--- src/rtl/nibble_serial_adder.sv ---
// rtl/nibble_serial_adder.sv - multi-cycle WIDTH-bit adder, one nibble per clock through a single ripple_4bit slice
module ripple_4bit (
  input  logic [3:0] a,
  input  logic [3:0] b,
  input  logic       cin,
  output logic [3:0] f,
  output logic       cout
);
  logic c1, c2, c3;
  logic [3:0] p;

  assign p    = a ^ b;
  assign f[0] = p[0] ^ cin;
  assign c1   = (a[0] & b[0]) | (p[0] & cin);
  assign f[1] = p[1] ^ c1;
  assign c2   = (a[1] & b[1]) | (p[1] & c1);
  assign f[2] = p[2] ^ c2;
  assign c3   = (a[2] & b[2]) | (p[2] & c2);
  assign f[3] = p[3] ^ c3;
  assign cout = (a[3] & b[3]) | (p[3] & c3);
endmodule

module nibble_serial_adder #(
  parameter int WIDTH = 16
) (
  input  logic             clk,
  input  logic             rst,
  input  logic             in_valid,
  output logic             in_ready,
  input  logic [WIDTH-1:0] a,
  input  logic [WIDTH-1:0] b,
  input  logic             cin,
  output logic             out_valid,
  input  logic             out_ready,
  output logic [WIDTH-1:0] sum,
  output logic             cout,
  output logic             busy
);
  localparam int NIB  = WIDTH / 4;
  localparam int IDXW = (NIB > 1) ? $clog2(NIB) : 1;
  localparam logic [IDXW-1:0] LAST_IDX = IDXW'(NIB - 1);
  localparam logic [IDXW-1:0] IDX_ONE  = IDXW'(1);

  typedef enum logic [1:0] {S_IDLE, S_RUN, S_DONE} state_t;

  state_t            state_q, state_d;
  logic [IDXW-1:0]   idx_q, idx_d;
  logic              carry_q, carry_d;
  logic [WIDTH-1:0]  a_q, a_d;
  logic [WIDTH-1:0]  b_q, b_d;
  logic [WIDTH-1:0]  sum_q, sum_d;
  logic              cout_q, cout_d;

  logic [3:0]        slice_f;
  logic              slice_cout;
  logic [IDXW+1:0]   bit_base;

  // Nibble idx starts at bit 4*idx; concatenation keeps the index narrow.
  assign bit_base = {idx_q, 2'b00};

  ripple_4bit u_slice (a_q[bit_base +: 4], b_q[bit_base +: 4], carry_q, slice_f, slice_cout);

  always_comb begin
    state_d = state_q;
    idx_d   = idx_q;
    carry_d = carry_q;
    a_d     = a_q;
    b_d     = b_q;
    sum_d   = sum_q;
    cout_d  = cout_q;
    case (state_q)
      S_IDLE: begin
        if (in_valid) begin
          a_d     = a;
          b_d     = b;
          carry_d = cin;
          idx_d   = '0;
          sum_d   = '0;
          cout_d  = 1'b0;
          state_d = S_RUN;
        end
      end
      S_RUN: begin
        sum_d[bit_base +: 4] = slice_f;
        carry_d              = slice_cout;
        if (idx_q == LAST_IDX) begin
          cout_d  = slice_cout;
          state_d = S_DONE;
        end else begin
          idx_d = idx_q + IDX_ONE;
        end
      end
      S_DONE: begin
        if (out_ready) state_d = S_IDLE;
      end
      default: state_d = S_IDLE;
    endcase
  end

  always_ff @(posedge clk) begin
    if (rst) begin
      state_q <= S_IDLE;
      idx_q   <= '0;
      carry_q <= 1'b0;
      a_q     <= '0;
      b_q     <= '0;
      sum_q   <= '0;
      cout_q  <= 1'b0;
    end else begin
      state_q <= state_d;
      idx_q   <= idx_d;
      carry_q <= carry_d;
      a_q     <= a_d;
      b_q     <= b_d;
      sum_q   <= sum_d;
      cout_q  <= cout_d;
    end
  end

  assign in_ready  = (state_q == S_IDLE) && !rst;
  assign out_valid = (state_q == S_DONE);
  assign busy      = (state_q != S_IDLE);
  assign sum       = sum_q;
  assign cout      = cout_q;
endmodule

--- config.mk ---
export PLATFORM = sky130hd
export DESIGN_NAME = nibble_serial_adder
export DESIGN_NICKNAME = d
export VERILOG_FILES = /design/src/rtl/nibble_serial_adder.sv
export SDC_FILE = /design/constraint.sdc
export NUM_CORES = 1
export LEC_CHECK = 0
export CORE_ASPECT_RATIO = 0.75
export CORE_UTILIZATION = 30
export CTS_CLUSTER_SIZE = 24
export DETAILED_ROUTE_END_ITERATION = 8
export PLACE_DENSITY_LB_ADDON = 0.3
export SLEW_MARGIN = 25
export SYNTH_ARGS = -nofsm -noshare
export SYNTH_HDL_FRONTEND = slang
export SYNTH_SLANG_ARGS = --single-unit
--- constraint.sdc ---
create_clock -name clk -period 4.8 [get_ports clk]
set_clock_uncertainty 0.1 [all_clocks]
set_input_delay 0.48 -clock clk [delete_from_list [all_inputs] [get_ports clk]]
set_output_delay 0.48 -clock clk [all_outputs]
set_load 0.02 [all_outputs]
### After elaboration in Yosys (flattened, before gate mapping)

Index checks and enable logic that the tools add are counted.

* input bits: 37
* output and inout port bits: 20
* bits in writable memories: 0
* register bits: 54
* bits in latches: 0
* logic and storage cells: 62
* bits in read-only memories: 0
* memories kept: 0

* bitwise operators: 17
* multiply operators: 0
* mux-type cells: 15
* reduce and logical (&&, ||, !) cells: 10
* divide/modulo/power cells: 0
* eq/ne operators: 7
* order comparisons: 0
* shift operators: 4
* add/subtract/negate cells: 2

Operators with widths (number)
* 16-bit one-hot mux with 2 select lines: 1
* 16-bit by 5-bit variable part select with 4-bit output: 2
* 16-bit bitwise mux: 1
* 16-bit two-way mux: 1
* 4-bit by 6-bit variable shift with 16-bit output (first input constant): 1
* 4-bit by 6-bit variable part select with 16-bit output: 1
* 2-bit two-way mux: 5
* 3-bit AND reduction: 3
* 1-bit bitwise AND: 8
* 2-bit inequality test (second input constant): 3
* 4-bit negation with 6-bit output: 1
* 2-bit one-hot mux with 3 select lines: 1
* 2-bit equality test (second input constant): 2
* 1-bit bitwise OR: 4
* 1-bit one-hot mux with 2 select lines: 2
* 2-bit one-hot mux with 2 select lines: 1
* 2-bit AND reduction: 2
* 2-bit nonzero test: 2
* 1-bit XOR: 4
* 4-bit XOR: 1
* 1-bit two-way mux: 3
* 2-bit by 1-bit adder with 2-bit output (second input constant): 1
* 2-bit by 1-bit equality test with 1-bit output (second input constant): 1
* 2-bit logical NOT: 1
* 3 further kinds: 3

### Logic depth before layout (Yosys ltp)

* word-level depth: 12
* gate-level depth with buffers: 10
* gate-level depth less buffers: 9

### By module

From an unflattened synthesis, not the netlist that was laid out.

* cell total of the unflattened synthesis: 257
* area, all modules: 2462.4 µm²

Modules (own cells, without submodules)
* nibble_serial_adder: area each 2344.7 µm², instances 1, cells each 243
* ripple_4bit: area each 117.6 µm², instances 1, cells each 14

### Least setup slack after synthesis

No wires, ideal clock.

* kind: reg-to-reg
* start: register idx_q[0]
* end: register sum_q[15], in the netlist sum[15]
* path buffers: 1
* data required time: 4.641 ns
* arrival: 2.899 ns
* cell stages (with the launch flop): 11
* path slack: 1.741 ns
* clock period less this slack: 3.059 ns
* cell sequence: dfxtp_1 buf_2 mux4_2 fa_1 inv_1 fa_1 fa_1 inv_1 fa_1 nor2b_1 a22o_1

* longest elaborated chain between the ends: 12
* elaborated cells on any way between the ends: 21
* those cells by class: add/sub (1); shift (4); mux (2); bitwise (14)

RTL lines
* start, declared: line 47 `logic [IDXW-1:0] idx_q, idx_d;`
* start signal, assigned: line 111 `idx_q <= idx_d;`
* 16-bit by 5-bit variable part select with 4-bit output: line 61 `ripple_4bit u_slice (a_q[bit_base +: 4], b_q[bit_base +: 4], carry_q, slice_f, slice_cout);`
* 4-bit XOR: line 12 `assign p = a ^ b;`
* 1-bit bitwise AND: line 14 `assign c1 = (a[0] & b[0]) | (p[0] & cin);`
* 1-bit bitwise OR: line 14
* 1-bit bitwise AND: line 16 `assign c2 = (a[1] & b[1]) | (p[1] & c1);`
* 1-bit bitwise OR: line 16
* 1-bit bitwise AND: line 18 `assign c3 = (a[2] & b[2]) | (p[2] & c2);`
* 1-bit bitwise OR: line 18
* 1-bit XOR: line 19 `assign f[3] = p[3] ^ c3;`
* 4-bit by 6-bit variable part select with 16-bit output: line 84 `sum_d[bit_base +: 4] = slice_f;`
* 16-bit bitwise mux (*): line 84
* 16-bit one-hot mux with 2 select lines (*): line 71 `case (state_q)`
* end signal, assigned: line 115 `sum_q <= sum_d;`
* end, declared: line 51 `logic [WIDTH-1:0] sum_q, sum_d;`

Every way passes the cells marked *; elsewhere a longest branch is shown, timed or not.
A chain may end at the register's enable or synchronous reset.

### Worst setup path after layout

* start: register idx_q[0]
* end: register sum_q[11], in the netlist sum[11]

The elaborated chain is that of the path after synthesis.

==> run metrics <==
non-filler instance count after layout 405; average vias per placed instance 4.60; adder-cell area share of the yosys netlist 0.0540; height of the die 79.6 um; register-to-register setup slack 1.40 ns; count of endpoints failing setup in the final report 0; maximum clock frequency 0.294 GHz; transition time at the pin with the least slew margin 0.797 ns; area share of the largest cell type after synthesis 0.448; Worst EP required 4.96 ns; top cell type by total area after synthesis sky130_fd_sc_hd__dfxtp_1; clock-pin slew on the worst setup and hold paths 0.10 ns; Overall Global Routing Usage 0.135; Remaining DRCs 0; part of the total power dissipated in combinational logic 0.161; overflow left after global routing 0; initial antenna violation count 0; MaxCap Viol Count 0; sequential share of power 0.553; EDFF count, synth 0; worst-skew pair later-pin latency 0.31 ns; vias in the first global route 1,883; post-CTS sizing 0; post-synthesis share of cell area spent on and, or, nand and nor gates 0.182; most instantiated library cell after synthesis sky130_fd_sc_hd__nand2_1; synthesized netlist net count 300; post-synthesis instance area 2410 sq um; Hold/Removal Path Class reg2reg; shortest clock period the worst path allows after layout 3.40 ns; relative contribution of the clock network to total power 0.286; wire length of the first global-routing pass 8920 um; cell area power density 285 nW/um^2; unrepaired setup endpoints after global routing no; synthesized instance count 255; Die Footprint 8400 sq um; half-perimeter wire length of the detailed placement result 3880 um; endpoint class of the critical path flop; number of buffers created by CTS 5; H-tree Lvls 2; layout overhead on the synthesized area 28.7%; CP top delay family adder cells; total power of the final layout 0.000884 W; critical path start-end classification reg2reg; hold bufs inserted after CTS 0; number of fill cells in the layout 776; number of unique standard cell types used by synthesis 37; outcome finished clean; layout cells sized above 1 0.0987; most frequent cell on the critical path sky130_fd_sc_hd__fa_1; Final Max Tran Viols 0; number of buffers added on ports 56; Worst Path Max Fanout 15; xor-xnor portion of the synthesized cell area 0; total negative setup slack 0 ns; Most used DFF post-synth sky130_fd_sc_hd__dfxtp_1; sequential area share after synthesis 0.448; complex-gate fraction of the synthesized area 0.160; CTS tree done; total number of vias 1,863; longest individual stage delay on the worst path 0.85 ns; ranking of synthesized cells by instance count sky130_fd_sc_hd__nand2_1 (67), sky130_fd_sc_hd__dfxtp_1 (54), sky130_fd_sc_hd__a21oi_1 (38); share of synthesized flip-flops with an asynchronous set or reset 0; worst-case hold slack 0.359 ns; number of top-level design ports 57; number of placement rows 27; count of synthesis-stage warnings from yosys 0; largest voltage drop on the vdd net 0.130 mV; core area 7570 sq um; Final GP Congestion 0.715; internal power contribution 0.000646 W; Post-Place Setup Slack 1.36 ns; area of all sequential standard cells 1080 sq um; main combinational cell family by area after synthesis simple AND/OR/NAND/NOR gates; syn_area_per_cell 9.46 sq um; number of buffer and inverter stages on the critical path 2; post-CTS repair timing setup buffer count 0; number of placed instances with taps included 397; Final Net Count 348; cell with the largest stage delay on the worst path sky130_fd_sc_hd__dfxtp_1; cell types occupying the most area after synthesis sky130_fd_sc_hd__dfxtp_1 (45%), sky130_fd_sc_hd__nand2_1 (10%), sky130_fd_sc_hd__a21oi_1 (7.9%); switching power 0.000238 W; starting density of the core 0.319; cell chain of the critical path mux4_2 > fa_1 > inv_1 > fa_1 > fa_1 > inv_1 > fa_1 > nor2b_1 > a22o_1; WP data arrival 3.56 ns; clock tree root driver cell sky130_fd_sc_hd__clkbuf_8; sum of routed wire length over all layers 5270 um; Critical Path Start Type flop; diode count 0; synthesis-stage register bit count 54; initial drt markers 71; area of combinational cells with multiple inputs 1180 sq um; number of sinks on the clock net 54; share of the clock period used by the worst path 0.709; number of hold violations in the final report 0; routed length per placed instance 13.0 um; first drt pass iteration count 4; width of the chip 106 um; static leakage power 1.12 nW; Final Worst Setup Slack 1.40 ns; mux share of post-synthesis cell area 0.0950; Rel. slew slack 0.468; Antenna Nets Post-Route 0; switching part of the total power 0.269; buffer depth of the longest clock path 2; maximum number of pins on one net before global-route repair 50
cell type report:
type,count,share of cell area
flip-flops and latches,54,0.348
well taps,101,0.0407
inverters,11,0.0133
clock inverters,3,0.00685
clock buffers,5,0.0222
multi-input cells,173,0.381
repair buffers,58,0.188
cells by family (layout without fill, tap and decap cells):
| family | Yosys count | after routing |
|---|---|---|
| AND/OR/NAND/NOR | 92 | 92 |
| AO/OA/AOI/OAI | 61 | 61 |
| flip-flops | 54 | 54 |
| buffers and inverters | 28 | 77 |
| multiplexers | 12 | 12 |
| adder cells (fa/ha/maj) | 8 | 8 |
power groups by stage:
stage	logic (W)	registers (W)	clock network (W)
3_5_place_dp	0.000145	0.000499	0
3_3_place_gp	0.000141	0.000499	0
2_1_floorplan	0.0000985	0.000490	0
5_1_grt	0.000160	0.000492	0.000280
4_1_cts	0.000145	0.000489	0.000258
6_report	0.000143	0.000489	0.000253
worst register-to-register path, cell delays in order (launching register included):
cell and delay, ns:
sky130_fd_sc_hd__dfxtp_1 0.85, sky130_fd_sc_hd__mux4_2 0.61, sky130_fd_sc_hd__fa_1 0.39, sky130_fd_sc_hd__inv_1 0.07, sky130_fd_sc_hd__fa_1 0.17, sky130_fd_sc_hd__fa_1 0.16
sky130_fd_sc_hd__inv_1 0.05, sky130_fd_sc_hd__fa_1 0.46, sky130_fd_sc_hd__nor2b_1 0.29, sky130_fd_sc_hd__a22o_1 0.19
per-stage QoR:
stage / util / instance area (sq um)
2_1_floorplan: - / 2410
4_1_cts: 0.410 / 3100
3_3_place_gp: 0.396 / 3000
6_report: 0.410 / 3100
5_1_grt: 0.410 / 3100
3_5_place_dp: 0.398 / 3010
layout by cell type, fill, tap and decap left out, types with 2 or more instances in the layout:
master,instances
sky130_fd_sc_hd__dfxtp_1,54
sky130_fd_sc_hd__a22o_1,16
sky130_fd_sc_hd__clkbuf_8,5
sky130_fd_sc_hd__nor2b_1,4
sky130_fd_sc_hd__a21oi_1,38
sky130_fd_sc_hd__fa_1,4
sky130_fd_sc_hd__clkdlybuf4s50_1,56
sky130_fd_sc_hd__nand2_1,67
sky130_fd_sc_hd__mux2_2,3
sky130_fd_sc_hd__nor2_1,8
sky130_fd_sc_hd__nand2b_1,2
sky130_fd_sc_hd__ha_1,4
sky130_fd_sc_hd__mux4_2,8
sky130_fd_sc_hd__inv_1,11
state kept, by name (all words and copies together) (netlist names):
name     cells
b_q         16
idx_q        2
state_q      2
cout         1
sum         16
a_q         16
carry_q      1
metal layers:
layer,wire (um),global-route usage
met4,31,0.0333
met3,293,0.0367
met2,2230,0.210
met1,2710,0.185
met5,0,0
worst paths after layout:
| check | from | endpoint | cells after the start |
|---|---|---|---|
| setup / recovery | idx_q[0] | sum[11] | 9 |
| hold / removal | a_q[7] | a_q[7] | 2 |
| setup reg to reg | idx_q[0] | sum[11] | 9 |
| hold reg to reg | a_q[7] | a_q[7] | 2 |
Note: power is estimated with default switching activity, not from simulation.
